File: src/rtl/cam_8x8.sv
// ============================================================================
// Module   : cam_8x8
// Purpose  : 8-entry CAM with per-entry parallel load, masked write, and a
//            registered parallel search. Optional macro: CAM_PRIORITY_EN.
// Revision : 1.0 - initial release
// ============================================================================
`default_nettype none

module cam_8x8 #(
  parameter int DATA_W = 8
) (
  input  logic              clk,
  input  logic              rst,
  input  logic [DATA_W-1:0] data0,
  input  logic [DATA_W-1:0] data1,
  input  logic [DATA_W-1:0] data2,
  input  logic [DATA_W-1:0] data3,
  input  logic [DATA_W-1:0] data4,
  input  logic [DATA_W-1:0] data5,
  input  logic [DATA_W-1:0] data6,
  input  logic [DATA_W-1:0] data7,
  input  logic [7:0]        addr,
  input  logic [DATA_W-1:0] data_in,
  input  logic              write,
  input  logic              read,
  output logic              srch0,
  output logic              srch1,
  output logic              srch2,
  output logic              srch3,
  output logic              srch4,
  output logic              srch5,
  output logic              srch6,
  output logic              srch7,
  output logic [7:0]        status
`ifdef CAM_PRIORITY_EN
  ,
  output logic              hit,
  output logic [2:0]        hit_idx
`endif
);

  localparam int c_ENTRIES = 8;

  logic [DATA_W-1:0] r_entry [c_ENTRIES];
  logic [7:0]        r_valid;
  logic [7:0]        r_srch;
  logic [DATA_W-1:0] w_data  [c_ENTRIES];
  logic [7:0]        w_match;

  assign w_data[0] = data0;
  assign w_data[1] = data1;
  assign w_data[2] = data2;
  assign w_data[3] = data3;
  assign w_data[4] = data4;
  assign w_data[5] = data5;
  assign w_data[6] = data6;
  assign w_data[7] = data7;

  // Match uses pre-edge contents, so a same-cycle write is not yet searchable.
  generate
    for (genvar g = 0; g < c_ENTRIES; g++) begin : g_match
      assign w_match[g] = r_valid[g] && (r_entry[g] == data_in);
    end
  endgenerate

  always_ff @(posedge clk) begin
    if (rst) begin
      for (int i = 0; i < c_ENTRIES; i++) r_entry[i] <= '0;
      r_valid <= 8'h00;
      r_srch  <= 8'h00;
    end else begin
      if (write) begin
        for (int i = 0; i < c_ENTRIES; i++) begin
          if (addr[i]) begin
            r_entry[i] <= w_data[i];
            r_valid[i] <= 1'b1;
          end
        end
      end
      if (read) r_srch <= w_match;
    end
  end

`ifdef CAM_PRIORITY_EN
  logic       r_hit;
  logic [2:0] r_hit_idx;
  logic [2:0] w_hit_idx;

  always_comb begin
    w_hit_idx = 3'd0;
    for (int i = c_ENTRIES - 1; i >= 0; i--) begin
      if (w_match[i]) w_hit_idx = 3'(i);
    end
  end

  always_ff @(posedge clk) begin
    if (rst) begin
      r_hit     <= 1'b0;
      r_hit_idx <= 3'd0;
    end else if (read) begin
      r_hit     <= |w_match;
      r_hit_idx <= w_hit_idx;
    end
  end

  assign hit     = r_hit;
  assign hit_idx = r_hit_idx;
`endif

  assign {srch7, srch6, srch5, srch4, srch3, srch2, srch1, srch0} = r_srch;
  assign status = r_valid;

endmodule

`default_nettype wire

File: config.mk
export PLATFORM = sky130hd
export DESIGN_NAME = cam_8x8
export DESIGN_NICKNAME = d
export VERILOG_FILES = /design/src/rtl/cam_8x8.sv
export SDC_FILE = /design/constraint.sdc
export NUM_CORES = 1
export LEC_CHECK = 0
export CAP_MARGIN = 10
export CORE_UTILIZATION = 48
export DETAILED_ROUTE_END_ITERATION = 8
export GPL_TIMING_DRIVEN = 0
export PLACE_DENSITY_LB_ADDON = 0.25
export SYNTH_ARGS = -nofsm -noshare
export SYNTH_HDL_FRONTEND = slang
export SYNTH_SLANG_ARGS = --single-unit
export TNS_END_PERCENT = 50
File: constraint.sdc
create_clock -name clk -period 1.57 [get_ports clk]
set_clock_uncertainty 0.1 [all_clocks]
set_input_delay 0.2355 -clock clk [delete_from_list [all_inputs] [get_ports clk]]
set_output_delay 0.2355 -clock clk [all_outputs]
set_load 0.02 [all_outputs]
==> Word level (Yosys, flattened, before mapping) <==
Memory sizes are Yosys's and may differ from the RTL's.
Cells that the tools add are included.
{ "totals": {"register_bits": 16, "latchBits": 0, "mem_bits_rw": 64, "rom_bits": 0, "in_bits": 84, "word_cells": 84, "mem_count": 1} }
{ "memory_table": {"columns": ["name", "depth", "word_bits", "rd", "rd_ports_with_merged_regs", "write_ports", "line", "rtl"], "rows": [
  ["r_entry", 8, 8, 8, 0, 8, "44", "logic [DATA_W-1:0] r_entry [c_ENTRIES];"]
]} }
{ "op_classes": {"addsub": 0, "multipliers": 0, "div_mod_pow": 0, "n_lt_le_gt_ge": 0, "n_eq_ne": 8, "n_shift": 0, "n_mux": 42, "bitwise": 8, "n_reduce_logical": 16} }
{ "op_table": {"columns": ["cell", "count"], "rows": [
  ["$eq A8 B8 Y1", 8],
  ["$mux W8", 8],
  ["$mux W1", 34],
  ["$reduce_and A2 Y1", 8],
  ["$logic_and A1 B1 Y1", 8],
  ["$or A1 B1 Y1", 8]
]} }

==> Longest topological paths before layout <==
{ "depth": {"word_depth": 5, "mapped_depth": 4, "ltp_nobuf": 3} }

==> Worst setup path after synthesis <==
Ideal clock, no wire load.
{ "synth_timing": {"path_type": "input -> register", "startpoint": "in rst", "endpoint": "mem r_entry[0][0] (enable)", "t_arrival_ns": 0.832, "required_time_ns": 1.166, "setup_slack_ns": 0.334, "path_stages": 3, "path_buffers": 1, "path_cell_list": "inv_1 > clkbuf_1 > nand2_1"} }
{ "synth_rtl": {"columns": ["element", "line", "rtl"], "rows": [
  ["from (decl)", "13", "input logic rst,"],
  ["to (decl)", "44", null]
]} }

==> reports/metrics.yaml <==
synth:
  ys_warn_count: 0
  yosysUniqueCellTypes: 20
  yosysSeqAreaShare_pct: 60.83
  synth_fa_ha_area_share_pct: 0
  synth_compound_area_share_pct: 3.293
  avgSynthCellArea_sq_um: 12.41
  synthCells: 297
  syn_area_sq_um: 3686
  yosys-top-cells-area: "edfxtp_1 52%, xnor2_1 15%, dfxtp_1 8.7%, and3_1 6.8%, nor2b_1 2.7%"
  synth_xor_xnor_area_share_pct: 15.21
  synthSimpleGateAreaFrac_pct: 17.65
  synth_top_cell_by_area: "edfxtp_1"
  yosys.area.top_type_share_pct: 52.14
  synth_fp_nets: 381
  synth_mux_area_share_pct: 0
  synth_top_family_by_area: "simple AND/OR/NAND/NOR gates"
  ys_ff_latch: 80
floorplan:
  dieArea_sq_um: 8034
  dieHeight_microns: 89.63
  initial_core_util_pct: 50.28
  core_sq_um: 7331
  num_rows: 31
  io_pins: 100
  die_x_microns: 89.63
power:
  p_total_mw: 4.833
  ir_drop_v: 0.0005237
  power_density_nw_per_um2: 980.6
  power_leakage_nw: 1.921
clocking:
  cts_root_buf: "clkbuf_8"
  cts_tree: "done"
  clockBufferDepth: 2
  cts_buffers: 9
  clkTransAtPathRegs_ns: 0.08
  cts_setup_buffers: 0
  cts.sinks: 80
  holdBufCountCts: 0
  clk_latency_ns: 0.34
  htreeDepth: 3
timing:
  hold_viol: 0
  post-route-period-util_pct: 99.26
  fin_crit_ns: 1.558
  fmax_mhz: 641.7
  relSlewSlack_pct: 66.26
  rsz0062_at_grt: "true"
  drv_slew: 0
  fin_hold_ws_ns: 0.2572
  worst_pin_slew_ns: 0.5056
  setup_tns_ns: 0
  final-setup-viol-count: 0
worst_setup_path:
  cp.required_ns: 1.51
  crit_chain: "clkdlybuf4s50_1 > inv_1 > clkbuf_2 > nand2_2"
  cpPeakStageDelay_ns: 0.57
  critPathMaxFanout: 10
  r2r_slack_ns: 0.43
  slowest_stage: "clkdlybuf4s50_1"
  r2r-start: "r_entry[1][11]"
  criticalPathCategory: "primary input to register"
  r2r_cells: 3
  worstSetupEndpointType: "register"
  cp_data_arrival_time_ns: 1.50
  r2r-end: "r_srch[5]"
  crit_path_start_kind: "primary input"
drt:
  wire_per_inst_microns: 16.47
  firstDrtPassIters: 4
  dr_wl_met2_microns: 4241
  finalWirelength_microns: 8286
  vias: 2576
  drc: 0
  first_iter_violations: 121
  m1WireLength_microns: 3396
  met3WireLength_microns: 481
  antenna_left: 0
  highest_layer: "met4"
  via_per_inst: 5.121
global_route:
  grt-ovfl-total: 0
  grtUsageTotal_pct: 22.27
  first_global_vias: 2499
  antenna_found_initial: 0
  grt_first_pass_wirelength_microns: 12510
  grt_start_max_net_pins: 13
job:
  max-cap-violations: 0
final_layout:
  fillCellCount: 590
  final_layout_size_suffix_gt1_share_pct: 9.406
  diodes: 0
  syn_to_final_growth_pct: 33.71
  nets: 483
  fin_util_pct: 67.23
hold_path:
  hold-path-endpoint: "r_srch[4]"
  worstHoldStart: "data_in[2]"
  hold_depth: 4
  hp-class: "primary input to register"
placement:
  io_buffers: 91
  finalWeightedCongestion: 0.7378
outcome:
  run_status: "completed"
-- layer usage --
metal  vias to the layer above  track usage (%)
li1                       1248                -
met1                      1221            27.24
met2                        93            39.46
met3                        14            3.016
met4                         0            9.668
met5                         -                0
-- where the power goes --
group / internal [mW] / switching (mW) / total [mW]
logic: 0.394 / 0.303 / 0.697
registers: 2.46 / 0.0773 / 2.54
clock network: 0.891 / 0.707 / 1.60
total: 3.75 / 1.09 / 4.83
-- Yosys cell counts --
cell type  instances
a21o_1             1
a21oi_1            2
a22o_1             5
and2_1             8
and2b_1            2
and3_1            40
buf_2              4
buf_4              8
clkbuf_1           2
clkbuf_2           4
dfxtp_1           16
edfxtp_1          64
inv_1              1
nand2_1           24
nand3_1           16
nand4_1            8
nor2_1             4
nor2b_1           16
o31ai_1            8
xnor2_1           64
-- cell families after synthesis --
logic type / after synthesis
buffers and inverters: 19
AND/OR/NAND/NOR: 118
XOR/XNOR: 64
AO/OA/AOI/OAI: 16
flip-flops: 80
-- through the flow --
step | setup slack (ns) | std cells | cell area, sq um
3_3_place_gp | -0.6005 | 487 | 4721
4_1_cts | 0.01508 | 503 | 4928
5_1_grt | -0.05144 | 503 | 4928
3_5_place_dp | -0.6262 | 487 | 4721
2_1_floorplan | 0.3339 | 297 | 3686
6_report | 0.01155 | 503 | 4928
-- critical path, delay by kind of cell --
kind / cells / cell delay, ns
buffers and inverters: 3 / 0.99
and+or+nand+nor: 1 / 0.26
-- cell usage in the layout, fill, tap and decap left out, types with 2 or more instances in the layout --
master / synthesis / layout
clkdlybuf4s50_1: 0 / 75
xnor2_1: 64 / 64
edfxtp_1: 64 / 64
and3_1: 40 / 40
nand2_1: 24 / 16
nor2b_1: 16 / 16
nand3_1: 16 / 16
dlygate4sd2_1: 0 / 16
dfxtp_1: 16 / 16
clkbuf_8: 0 / 9
buf_4: 8 / 8
nand2_2: 0 / 8
and2_1: 8 / 8
nand4_1: 8 / 8
o31ai_1: 8 / 8
clkbuf_2: 4 / 5
a22o_1: 5 / 5
buf_2: 4 / 4
clkbuf_1: 2 / 4
nor2_1: 4 / 3
a21oi_1: 2 / 2
and2b_1: 2 / 2
bufinv_16: 0 / 2
-- repair_timing --
action                     CTS  global route
gates cloned                 0             0
gates resized for setup     26             0
pin swaps                    0             0
setup endpoints to repair   88            64
-- registers in the layout (all words and copies together) (netlist names) --
name,count
r_entry,64
r_srch,8
status,8
-- cell type report --
type | count | area, sq um | share of cell area [%]
well taps | 99 | 123.9 | 2.513
plain buffers | 18 | 108.9 | 2.209
flip-flops and latches | 80 | 2242 | 45.49
clock buffers | 12 | 135.1 | 2.742
clock inverters | 4 | 68.82 | 1.396
repair buffers | 91 | 890.9 | 18.08
multi-input cells | 198 | 1355 | 27.49
inverters | 1 | 3.754 | 0.07616
-- worst max-delay path by stage --
stage          start             end  slack (ns)
6_report         rst  r_entry[0][15]        0.01
5_1_grt          rst   r_entry[1][9]       -0.05
4_1_cts          rst   r_entry[0][8]        0.02
3_5_place_dp     rst   r_entry[0][8]       -0.63
3_3_place_gp     rst   r_entry[0][8]       -0.60
2_1_floorplan    rst   r_entry[0][0]        0.33
Power figures use the tool's default switching activity.
